## config.mk

```make
export PLATFORM = sky130hd
export DESIGN_NAME = data_memory_access_unit_flat
export DESIGN_NICKNAME = d
export VERILOG_FILES = /design/src/rtl/data_memory_access_unit_pkg.sv /design/src/rtl/data_memory_access_unit_if.sv /design/src/rtl/data_memory_access_unit_byte_lane_align.sv /design/src/rtl/data_memory_access_unit.sv /design/src/flat_wrapper.sv
export SDC_FILE = /design/constraint.sdc
export NUM_CORES = 1
export LEC_CHECK = 0
export CAP_MARGIN = 20
export CORE_ASPECT_RATIO = 0.8
export CORE_MARGIN = 2
export CORE_UTILIZATION = 25
export CTS_BUF_LIST = sky130_fd_sc_hd__clkbuf_16
export DETAILED_ROUTE_END_ITERATION = 8
export PLACE_DENSITY = 0.56
export SETUP_SLACK_MARGIN = 0.3
export SYNTH_ARGS = -nofsm -noshare
export SYNTH_HDL_FRONTEND = slang
export SYNTH_SLANG_ARGS = --single-unit
```

## constraint.sdc

```tcl
create_clock -name clk -period 3 [get_ports clk]
set_clock_uncertainty 0.05 [all_clocks]
set_input_delay 0.6 -clock clk [delete_from_list [all_inputs] [get_ports clk]]
set_output_delay 0.6 -clock clk [all_outputs]
set_load 0.01 [all_outputs]
```

## src/rtl/data_memory_access_unit_pkg.sv

```systemverilog
// data_mem_pkg: shared definitions for the data memory access unit.
//   - Access size encodings carried on req_size.
//   - FSM state encoding of the unit.
//   - Default byte address mapped onto memory word 0.
//   - Bus data/address width constant used by the interface.
package data_mem_pkg;

  localparam int unsigned DATA_W = 32;

  localparam logic [1:0] SIZE_BYTE = 2'b00;
  localparam logic [1:0] SIZE_HALF = 2'b01;
  localparam logic [1:0] SIZE_WORD = 2'b10;
  localparam logic [1:0] SIZE_RSVD = 2'b11;

  localparam logic [31:0] DEFAULT_BASE_ADDRESS = 32'h1001_0000;

  typedef enum logic [2:0] {
    ST_IDLE  = 3'd0,
    ST_READ  = 3'd1,
    ST_MERGE = 3'd2,
    ST_WRITE = 3'd3,
    ST_RESP  = 3'd4
  } state_t;

endpackage

```

## src/rtl/data_memory_access_unit_if.sv

```systemverilog
// data_memory_access_unit_if: request/response and memory-side signals of the
// data memory access unit.
//   master : requester plus memory environment (drives req_*, mem_read_data)
//   slave  : the access unit (drives req_ready, resp_*, mem_* strobes/address/data)
interface data_memory_access_unit_if;
  import data_mem_pkg::*;

  logic              req_valid;
  logic              req_ready;
  logic              req_write;
  logic [1:0]        req_size;
  logic              req_signed;
  logic [DATA_W-1:0] req_addr;
  logic [DATA_W-1:0] req_wdata;
  logic              resp_valid;
  logic              resp_error;
  logic [DATA_W-1:0] resp_rdata;
  logic              mem_write_enable;
  logic [DATA_W-1:0] mem_address;
  logic [DATA_W-1:0] mem_write_data;
  logic [DATA_W-1:0] mem_read_data;

  modport master (
    output req_valid, req_write, req_size, req_signed, req_addr, req_wdata,
    output mem_read_data,
    input  req_ready, resp_valid, resp_error, resp_rdata,
    input  mem_write_enable, mem_address, mem_write_data
  );

  modport slave (
    input  req_valid, req_write, req_size, req_signed, req_addr, req_wdata,
    input  mem_read_data,
    output req_ready, resp_valid, resp_error, resp_rdata,
    output mem_write_enable, mem_address, mem_write_data
  );

endinterface

```

## src/rtl/data_memory_access_unit_byte_lane_align.sv

```systemverilog
// byte_lane_align: combinational little-endian lane steering.
//   word      in  32  memory word as read
//   wdata     in  32  store data, right-aligned
//   offset    in  2   byte offset within the word
//   size      in  2   access size encoding
//   is_signed in  1   sign-extend loads when set
//   extracted out 32  load result (extended lane)
//   merged    out 32  word with the addressed lane replaced by wdata
module byte_lane_align
  import data_mem_pkg::*;
(
  input  logic [31:0] word,
  input  logic [31:0] wdata,
  input  logic [1:0]  offset,
  input  logic [1:0]  size,
  input  logic        is_signed,
  output logic [31:0] extracted,
  output logic [31:0] merged
);

  logic [4:0]  byte_shamt_s;
  logic [4:0]  half_shamt_s;
  logic [7:0]  byte_lane_s;
  logic [15:0] half_lane_s;

  // Lane selection and extension for loads, lane replacement for stores.
  always_comb begin
    byte_shamt_s = {offset, 3'b000};
    half_shamt_s = {offset[1], 4'b0000};
    byte_lane_s  = word[byte_shamt_s +: 8];
    half_lane_s  = word[half_shamt_s +: 16];
    extracted    = 32'h0000_0000;
    merged       = word;
    case (size)
      SIZE_BYTE: begin
        extracted = {{24{is_signed & byte_lane_s[7]}}, byte_lane_s};
        merged    = (word & ~(32'h0000_00FF << byte_shamt_s))
                  | ({24'h00_0000, wdata[7:0]} << byte_shamt_s);
      end
      SIZE_HALF: begin
        extracted = {{16{is_signed & half_lane_s[15]}}, half_lane_s};
        merged    = (word & ~(32'h0000_FFFF << half_shamt_s))
                  | ({16'h0000, wdata[15:0]} << half_shamt_s);
      end
      SIZE_WORD: begin
        extracted = word;
        merged    = wdata;
      end
      default: begin
        extracted = 32'h0000_0000;
        merged    = word;
      end
    endcase
  end

endmodule

```

## src/rtl/data_memory_access_unit.sv

```systemverilog
// data_memory_access_unit: initiator-side controller for a word-wide memory with
// one-cycle synchronous read. One load/store in flight; sub-word stores use
// read-modify-write; loads return sign/zero-extended data.
//   clk   in  1  rising-edge clock
//   reset in  1  synchronous, active-low reset
//   bus   slave modport of data_memory_access_unit_if (request, response, memory)
module data_memory_access_unit
  import data_mem_pkg::*;
#(
  parameter int unsigned DATA_WIDTH   = 32,
  parameter int unsigned MEMORY_DEPTH = 64,
  parameter logic [31:0] BASE_ADDRESS = DEFAULT_BASE_ADDRESS
) (
  input logic                      clk,
  input logic                      reset,
  data_memory_access_unit_if.slave bus
);

  state_t                  state_r;
  logic                    req_ready_r;
  logic                    write_r;
  logic [1:0]              size_r;
  logic                    signed_r;
  logic [1:0]              offset_r;
  logic [DATA_WIDTH-1:0]   wdata_r;
  logic                    resp_valid_r;
  logic                    resp_error_r;
  logic [DATA_WIDTH-1:0]   resp_rdata_r;
  logic                    mem_we_r;
  logic [DATA_WIDTH-1:0]   mem_addr_r;
  logic [DATA_WIDTH-1:0]   mem_wdata_r;

  logic [31:0]             rel_addr_s;
  logic [31:0]             word_index_s;
  logic                    error_s;
  logic [31:0]             extracted_s;
  logic [31:0]             merged_s;

  // Request checks; wrap-around below the base is caught by the explicit compare.
  always_comb begin
    rel_addr_s   = bus.req_addr - BASE_ADDRESS;
    word_index_s = rel_addr_s >> 5'd2;
    error_s      = 1'b0;
    if (bus.req_addr < BASE_ADDRESS) begin
      error_s = 1'b1;
    end else if (word_index_s >= MEMORY_DEPTH) begin
      error_s = 1'b1;
    end else begin
      case (bus.req_size)
        SIZE_BYTE: error_s = 1'b0;
        SIZE_HALF: error_s = bus.req_addr[0];
        SIZE_WORD: error_s = (bus.req_addr[1:0] != 2'b00);
        default:   error_s = 1'b1;
      endcase
    end
  end

  byte_lane_align u_align (
    .word      (bus.mem_read_data),
    .wdata     (wdata_r),
    .offset    (offset_r),
    .size      (size_r),
    .is_signed (signed_r),
    .extracted (extracted_s),
    .merged    (merged_s)
  );

  // Control FSM with all outputs registered alongside the state.
  always_ff @(posedge clk) begin
    if (!reset) begin
      state_r      <= ST_IDLE;
      req_ready_r  <= 1'b1;
      write_r      <= 1'b0;
      size_r       <= 2'b00;
      signed_r     <= 1'b0;
      offset_r     <= 2'b00;
      wdata_r      <= '0;
      resp_valid_r <= 1'b0;
      resp_error_r <= 1'b0;
      resp_rdata_r <= '0;
      mem_we_r     <= 1'b0;
      mem_addr_r   <= '0;
      mem_wdata_r  <= '0;
    end else begin
      case (state_r)
        ST_IDLE: begin
          if (bus.req_valid && req_ready_r) begin
            write_r     <= bus.req_write;
            size_r      <= bus.req_size;
            signed_r    <= bus.req_signed;
            offset_r    <= bus.req_addr[1:0];
            wdata_r     <= bus.req_wdata;
            req_ready_r <= 1'b0;
            if (error_s) begin
              state_r      <= ST_RESP;
              resp_valid_r <= 1'b1;
              resp_error_r <= 1'b1;
              resp_rdata_r <= '0;
            end else if (bus.req_write && (bus.req_size == SIZE_WORD)) begin
              // Full-word store needs no read.
              state_r     <= ST_WRITE;
              mem_addr_r  <= word_index_s;
              mem_wdata_r <= bus.req_wdata;
              mem_we_r    <= 1'b1;
            end else begin
              state_r    <= ST_READ;
              mem_addr_r <= word_index_s;
            end
          end else begin
            state_r <= ST_IDLE;
          end
        end
        ST_READ: begin
          state_r <= ST_MERGE;
        end
        ST_MERGE: begin
          if (write_r) begin
            state_r     <= ST_WRITE;
            mem_wdata_r <= merged_s;
            mem_we_r    <= 1'b1;
          end else begin
            state_r      <= ST_RESP;
            resp_valid_r <= 1'b1;
            resp_error_r <= 1'b0;
            resp_rdata_r <= extracted_s;
            mem_addr_r   <= '0;
          end
        end
        ST_WRITE: begin
          state_r      <= ST_RESP;
          mem_we_r     <= 1'b0;
          mem_wdata_r  <= '0;
          mem_addr_r   <= '0;
          resp_valid_r <= 1'b1;
          resp_error_r <= 1'b0;
          resp_rdata_r <= '0;
        end
        ST_RESP: begin
          state_r      <= ST_IDLE;
          req_ready_r  <= 1'b1;
          resp_valid_r <= 1'b0;
          resp_error_r <= 1'b0;
          resp_rdata_r <= '0;
        end
        default: begin
          state_r      <= ST_IDLE;
          req_ready_r  <= 1'b1;
          resp_valid_r <= 1'b0;
          resp_error_r <= 1'b0;
          resp_rdata_r <= '0;
          mem_we_r     <= 1'b0;
          mem_addr_r   <= '0;
          mem_wdata_r  <= '0;
        end
      endcase
    end
  end

  assign bus.req_ready        = req_ready_r;
  assign bus.resp_valid       = resp_valid_r;
  assign bus.resp_error       = resp_error_r;
  assign bus.resp_rdata       = resp_rdata_r;
  // Gating by reset keeps a write from committing on a reset edge mid-operation.
  assign bus.mem_write_enable = mem_we_r & reset;
  assign bus.mem_address      = mem_addr_r;
  assign bus.mem_write_data   = mem_wdata_r;

endmodule

```

## src/flat_wrapper.sv

```systemverilog
// flat-port wrapper written by rule: the top's interface ports become plain ports
module data_memory_access_unit_flat import data_mem_pkg::*;
#(
  parameter int unsigned DATA_WIDTH   = 32,
  parameter int unsigned MEMORY_DEPTH = 64,
  parameter logic [31:0] BASE_ADDRESS = DEFAULT_BASE_ADDRESS
)
  (clk, reset, bus_req_valid, bus_req_write, bus_req_size, bus_req_signed, bus_req_addr, bus_req_wdata, bus_mem_read_data, bus_req_ready, bus_resp_valid, bus_resp_error, bus_resp_rdata, bus_mem_write_enable, bus_mem_address, bus_mem_write_data);
  data_memory_access_unit_if bus_i ();
  input logic clk;
  input logic reset;
  input wire logic [$bits(bus_i.req_valid)-1:0] bus_req_valid;
  input wire logic [$bits(bus_i.req_write)-1:0] bus_req_write;
  input wire logic [$bits(bus_i.req_size)-1:0] bus_req_size;
  input wire logic [$bits(bus_i.req_signed)-1:0] bus_req_signed;
  input wire logic [$bits(bus_i.req_addr)-1:0] bus_req_addr;
  input wire logic [$bits(bus_i.req_wdata)-1:0] bus_req_wdata;
  input wire logic [$bits(bus_i.mem_read_data)-1:0] bus_mem_read_data;
  output wire logic [$bits(bus_i.req_ready)-1:0] bus_req_ready;
  output wire logic [$bits(bus_i.resp_valid)-1:0] bus_resp_valid;
  output wire logic [$bits(bus_i.resp_error)-1:0] bus_resp_error;
  output wire logic [$bits(bus_i.resp_rdata)-1:0] bus_resp_rdata;
  output wire logic [$bits(bus_i.mem_write_enable)-1:0] bus_mem_write_enable;
  output wire logic [$bits(bus_i.mem_address)-1:0] bus_mem_address;
  output wire logic [$bits(bus_i.mem_write_data)-1:0] bus_mem_write_data;
  assign bus_i.req_valid = bus_req_valid;
  assign bus_i.req_write = bus_req_write;
  assign bus_i.req_size = bus_req_size;
  assign bus_i.req_signed = bus_req_signed;
  assign bus_i.req_addr = bus_req_addr;
  assign bus_i.req_wdata = bus_req_wdata;
  assign bus_i.mem_read_data = bus_mem_read_data;
  assign bus_req_ready = bus_i.req_ready;
  assign bus_resp_valid = bus_i.resp_valid;
  assign bus_resp_error = bus_i.resp_error;
  assign bus_resp_rdata = bus_i.resp_rdata;
  assign bus_mem_write_enable = bus_i.mem_write_enable;
  assign bus_mem_address = bus_i.mem_address;
  assign bus_mem_write_data = bus_i.mem_write_data;
  data_memory_access_unit #(.DATA_WIDTH(DATA_WIDTH), .MEMORY_DEPTH(MEMORY_DEPTH), .BASE_ADDRESS(BASE_ADDRESS)) u_core (.clk(clk), .reset(reset), .bus(bus_i));
endmodule
```

# == After elaboration in Yosys (flattened, before gate mapping) ==
# Index checks and enable logic that the tools add are counted.
# word_totals
inputBits,103
regBits,141
elab_cells,97
out_inout_bits,100
# op_classes
n_lt_le_gt_ge,2
reduce_logical,13
add_sub_neg,1
n_shift,6
mux,36
n_bitwise,12
n_eq_ne,14
# op_table
op,n
case mux 32 bit (3 select lines),5
2-to-1 mux 32 bit,10
AND 32 bit,2
NOT 32 bit,2
OR 32 bit,2
less-than comparator 32 x 29 -> 1 bit (second input constant),1
variable part select 32 x 6 -> 16 bit,1
variable part select 32 x 6 -> 8 bit,1
left shift 16 x 5 -> 32 bit,1
left shift 16 x 5 -> 32 bit (first input constant),1
left shift 8 x 5 -> 32 bit,1
left shift 8 x 5 -> 32 bit (first input constant),1
subtractor 32 x 29 -> 32 bit (second input constant),1
>= comparator 30 x 7 -> 1 bit (second input constant),1
case mux 3 bit (4 select lines),1
2-to-1 mux 1 bit,11
2-to-1 mux 3 bit,3
case mux 1 bit (3 select lines),3
!= test 2 x 1 -> 1 bit (second input constant),4
AND reduction 4 bit,2
equality test 3 x 2 -> 1 bit (second input constant),2
AND reduction 5 bit,1
equality test 2 x 1 -> 1 bit (second input constant),2
equality test 2 bit (second input constant),2
15 further kinds,23

# == Longest topological paths before layout ==
# depth
depth_word,7
mapped_depth,10
ltp_nobuf,9

# == Modules after synthesis ==
# Synthesis repeated with hierarchy kept, for this count alone.
# hier_totals
hier_cells,912
area_unflattened_um2,7642.3
# by_module_without_submodules
mod,seq_area_each_um2,area_each_um2,cells_each,n_inst
data_memory_access_unit,2782.7,5878.1,662,1
byte_lane_align,0.0,1764.2,250,1

# == Least setup slack after synthesis ==
# OpenSTA, ideal clock, no wires.
# synth_path
path_type,input to register
startpoint,in bus_req_addr[24]
endpoint,reg u_core.mem_we_r
arrival_ps,2962
n_path_buf,1
setup_time_ps,121
setup_slack_ps,-132
path_stages,8
required_ps,2829
path_cell_list,or4_4 -> or4_4 -> a211o_1 -> o2111ai_1 -> nor4b_4 -> nor2_2 -> buf_6 -> mux2_2
# synth_via
elab_chain_cells,6
elab_cells_between_ends,7
classes_between,add/sub: 1; order compare: 2; eq/ne: 1; mux: 2; reduce/logical: 1
# synth_rtl
item,line_no,text
from (decl),flat_wrapper.sv:16,input wire logic [$bits(bus_i.req_addr)-1:0] bus_req_addr;
subtractor 32 x 29 -> 32 bit,data_memory_access_unit.sv:41,rel_addr_s = bus.req_addr - BASE_ADDRESS;
>= comparator 30 x 7 -> 1 bit,data_memory_access_unit.sv:46,end else if (word_index_s >= MEMORY_DEPTH) begin
2-to-1 mux 1 bit,data_memory_access_unit.sv:46,
2-to-1 mux 1 bit *,data_memory_access_unit.sv:44,if (bus.req_addr < BASE_ADDRESS) begin
!= test 2 bit (no line) *,n/a,
AND reduction 5 bit (no line) *,n/a,
to (signal assigned),data_memory_access_unit.sv:81,mem_we_r <= 1'b0;
to (signal assigned),data_memory_access_unit.sv:104,mem_we_r <= 1'b1;
to (signal assigned),data_memory_access_unit.sv:120,mem_we_r <= 1'b1;
to (decl),data_memory_access_unit.sv:29,logic mem_we_r;
# Mark *: on every way between the ends. The rest lies on a longest branch, timed or not.
# A chain may end at the register's enable or synchronous reset.

# == Worst setup path after layout ==
# layout_path
startpoint,in bus_req_addr[23]
endpoint,"reg u_core.mem_wdata_r[23], in the netlist u_core.bus.mem_write_data[23]"
# layout_via
elab_chain_cells,6
elab_cells_between_ends,7
classes_between,add/sub: 1; order compare: 2; eq/ne: 1; mux: 2; reduce/logical: 1
# layout_rtl
item,line_no,text
subtractor 32 x 29 -> 32 bit,data_memory_access_unit.sv:41,
>= comparator 30 x 7 -> 1 bit,data_memory_access_unit.sv:46,
2-to-1 mux 1 bit,data_memory_access_unit.sv:46,
2-to-1 mux 1 bit *,data_memory_access_unit.sv:44,
!= test 2 bit (no line) *,n/a,
AND reduction 5 bit (no line) *,n/a,
to (signal assigned),data_memory_access_unit.sv:103,mem_wdata_r <= bus.req_wdata;
to (signal assigned),data_memory_access_unit.sv:119,mem_wdata_r <= merged_s;
to (decl),data_memory_access_unit.sv:31,logic [DATA_WIDTH-1:0] mem_wdata_r;
# Marked as above.

==> flow_summary.json <==
{
  "clkLatencyLatePin_ps": 430,
  "fillers": 2703,
  "layout.nets": 1123,
  "crit_top_cell": "or4_4",
  "arrival_ps": 3050,
  "io_buffers": 200,
  "rows": 53,
  "grt_pass1_vias": 6725,
  "ant_nets": 0,
  "yosys.area.top_type": "dfxtp_1",
  "stdcell_area_um2": 10200,
  "min_period_ps": 2800,
  "seq_power_share_pct": 41.3,
  "avgSynthCellArea_um2": 8.41,
  "multi_input_area_um2": 3750,
  "yosysWarnings": 0,
  "synth.top_cell.area_share_pct": 41.6,
  "peakVddDrop_v": 0.000384,
  "io_pins": 203,
  "synth-seq-area-share_pct": 41.6,
  "power.internal_mw": 3.35,
  "start_kind": "input pin",
  "wl_per_cell_um": 19.3,
  "crit_path_end_kind": "flop",
  "synth_xor_area_share_pct": 0.654,
  "worst-path-max-fanout": 7,
  "synth_top_family_by_area": "compound AO/OA/AOI/OAI gates",
  "yosysUniqueCellTypes": 61,
  "first_pass_iters": 5,
  "placed_cell_area_um2": 9420,
  "coreArea_um2": 26300,
  "dieArea_um2": 28100,
  "drt_iter0_markers": 625,
  "crit_buf_inv": 3,
  "fmaxAchievable_mhz": 357,
  "clockRootBuffer": "clkbuf_16",
  "cts_inserted_buffers": 17,
  "cts.sinks": 139,
  "start_util_pct": 25.5,
  "critical_path_required_ps": 3250,
  "ys.flop_type": "dfxtp_1",
  "synth-compound-area-share_pct": 26.5,
  "syn_inst": 796,
  "grt_max_degree": 53,
  "cts_tree": "done",
  "period_share_pct": 93.4,
  "dp_hpwl_mm": 19.4,
  "rrSetupSlack_ps": 490,
  "r2r_start": "u_core.offset_r[1]$_SDFFE_PN0P_",
  "drcViolationCount": 0,
  "worstSetupPathType": "in2reg",
  "grt_pass1_wl_mm": 40.9,
  "p_sw_share_pct": 28.5,
  "maxCapViolations": 0,
  "vias_per_cell": 5.03,
  "clock_power_share_pct": 43.9,
  "wirelength_mm": 26.8,
  "gp_congestion": 0.911,
  "setup_viol": 0,
  "drive_gt1_share_pct": 12.9,
  "htreeDepth": 4,
  "synthAdderAreaFrac_pct": 0.374,
  "grt_antenna_before_repair": 1,
  "cts_hold_buf": 0,
  "slew_headroom_pct": 40.1,
  "crit_chain": "buf_6, or4_4, or4_4, a211oi_4, o2111ai_2, nor4b_4, nor2_4, buf_8, clkbuf_16, mux2i_1",
  "critical_path.slowest_cell": "or4_4",
  "hold_depth": 2,
  "dp_slack_ps": -610,
  "crit_path_max_incr_delay_ps": 540,
  "synthArstFlopShare_pct": 0,
  "clockBufferDepth": 2,
  "reg2reg_depth": 6,
  "synth_area_um2": 6690,
  "overflow": 0,
  "drv_slew": 0,
  "p_switching_mw": 1.34,
  "ys_seq_elements": 139,
  "cpLargestDelayFamily": "simple AND/OR/NAND/NOR gates",
  "holdCritPathClass": "reg2reg",
  "die_x_um": 187,
  "min_delay_worst_endpoint": "u_core.wdata_r[28]$_SDFFE_PN0P_",
  "worst_slew_pin_slew_ps": 892,
  "synth_area_leaders": "dfxtp_1, nand2_1, a21oi_1, mux2i_1, a22oi_1",
  "r2r_end": "u_core.bus.mem_write_data[0]$_SDFFE_PN0P_",
  "finalHoldViolations": 0,
  "status": "finished clean",
  "synth_edf_count": 0,
  "grtUsageTotal_pct": 18.9,
  "pwr-share-comb_pct": 14.9,
  "min_from": "u_core.wdata_r[28]$_SDFFE_PN0P_",
  "synth-simple-area-share_pct": 20.4,
  "power.leakage_nw": 3.93,
  "vias": 6989,
  "areaGrowthSynthToFinish_pct": 52.2,
  "powerDensity_nw_per_um2": 461,
  "rsz0062_at_grt": "true",
  "clk_pin_slew_ps": 60,
  "layout_setup_ws_ps": 198,
  "ff_latch_area_um2": 2780,
  "synthMuxAreaShare_pct": 6.04,
  "die_y_um": 150,
  "startpoint": "bus_req_addr[23]"
}
## placed cells by master (no fill, tap or decap), drive strengths merged, types with 4 or more instances in the layout
cell and count:
clkinvlp 4, buf 68, o2111ai 5, nor3 8
nand2 136, a22o 13, nor4 5, o21ai 30
clkbuf 20, inv 14, nand3 17, a22oi 43
o2bb2ai 34, clkdlybuf4s50 184, o311a 8, dfxtp 139
or3 20, and2 33, dlygate4sd2 6, o211ai 5
nand2b 5, nor2 44, nand3b 4, mux2i 37
o211a 10, a221oi 8, a21oi 74, clkinv 5
## what timing repair did
action | CTS | global route
buffers inserted | 2 | 2
setup endpoints to repair | 100 | 98
pin swaps | 21 | 10
gates resized for setup | 50 | 6
gates cloned | 1 | 3
## cells by family after synthesis
kind of cell	Yosys count
xor+xnor	5
compound gates	251
simple gates	287
mux	40
fa+ha+maj	2
flops	139
other cells	1
buf+inv	71
## flip-flops by register name (all words and copies together) (netlist names), 2 cells and up
signal	cells
u_core.offset_r	2
u_core.wdata_r	32
u_core.state_r	3
u_core.bus.mem_address	30
u_core.bus.resp_rdata	32
u_core.size_r	2
u_core.bus.mem_write_data	32
## tightest hold or removal path, delay by kind of cell (launching register included)
| kind | cells | cell delay (ps) |
|---|---|---|
| compound gates | 1 | 50 |
| flops | 1 | 310 |
| simple gates | 1 | 50 |
## per-layer routing
layer  part of all wire, %  wire, µm  up-vias  track usage (%)
li1                      -         -     3345                -
met1                    49     13000     3275             28.0
met2                    40     10800      338             26.7
met3                   9.5      2540       31             5.22
met4                   1.5       394        0             5.16
met5                     0         0        -                0
## final cells by class
class                      instances  area share [%]
timing repair buffer             264            25.6
inverter                           9           0.332
sequential                       139            27.3
tap                              357            4.38
clock inverter                    15            1.39
antenna                            1          0.0246
multi-input combinational        587            36.8
clock buffer                      17            4.18
## per-stage QoR
step	setup TNS (ps)	hold slack, ps	std cells	total power, mW	util, %
4_1_cts	0	406	1383	4.70	38.3
6_report	0	407	1389	4.69	38.8
3_3_place_gp	-48760	392	1348	2.64	35.9
5_1_grt	0	425	1389	4.88	38.8
2_1_floorplan	-1110	386	797	2.28	-
3_5_place_dp	-52020	395	1348	2.64	35.9
## worst max path at each step
stage | slack, ps | cells after the start | endpoint
2_1_floorplan | -130 | 8 | u_core.bus.mem_write_data[3]$_SDFFE_PN0P_
4_1_cts | 160 | 10 | u_core.bus.mem_write_data[14]$_SDFFE_PN0P_
3_3_place_gp | -570 | 10 | u_core.bus.mem_write_data[5]$_SDFFE_PN0P_
3_5_place_dp | -610 | 10 | u_core.bus.mem_write_data[6]$_SDFFE_PN0P_
6_report | 200 | 10 | u_core.bus.mem_write_data[23]$_SDFFE_PN0P_
5_1_grt | 100 | 10 | u_core.bus.mem_write_data[29]$_SDFFE_PN0P_
## cell usage after synthesis, drive strengths merged (5+ instances only)
| master | count |
|---|---|
| or3 | 20 |
| dfxtp | 139 |
| nand3 | 17 |
| a21oi | 74 |
| a22oi | 43 |
| o2111ai | 5 |
| o211ai | 5 |
| nor4 | 5 |
| clkbuf | 46 |
| inv | 8 |
| mux2i | 37 |
| nand2b | 5 |
| a22o | 13 |
| buf | 16 |
| nor3 | 8 |
| o311a | 8 |
| nand2 | 136 |
| o211a | 10 |
| a221oi | 8 |
| and2 | 33 |
| o2bb2ai | 34 |
| nor2 | 44 |
| o21ai | 30 |
## power groups by stage
stage	logic, mW	registers, mW	clock network (mW)
6_report	0.699	1.94	2.06
5_1_grt	0.754	1.94	2.19
4_1_cts	0.668	1.93	2.10
3_5_place_dp	0.664	1.98	0
3_3_place_gp	0.662	1.97	0
2_1_floorplan	0.332	1.95	0
Power figures use the tool's default switching activity.
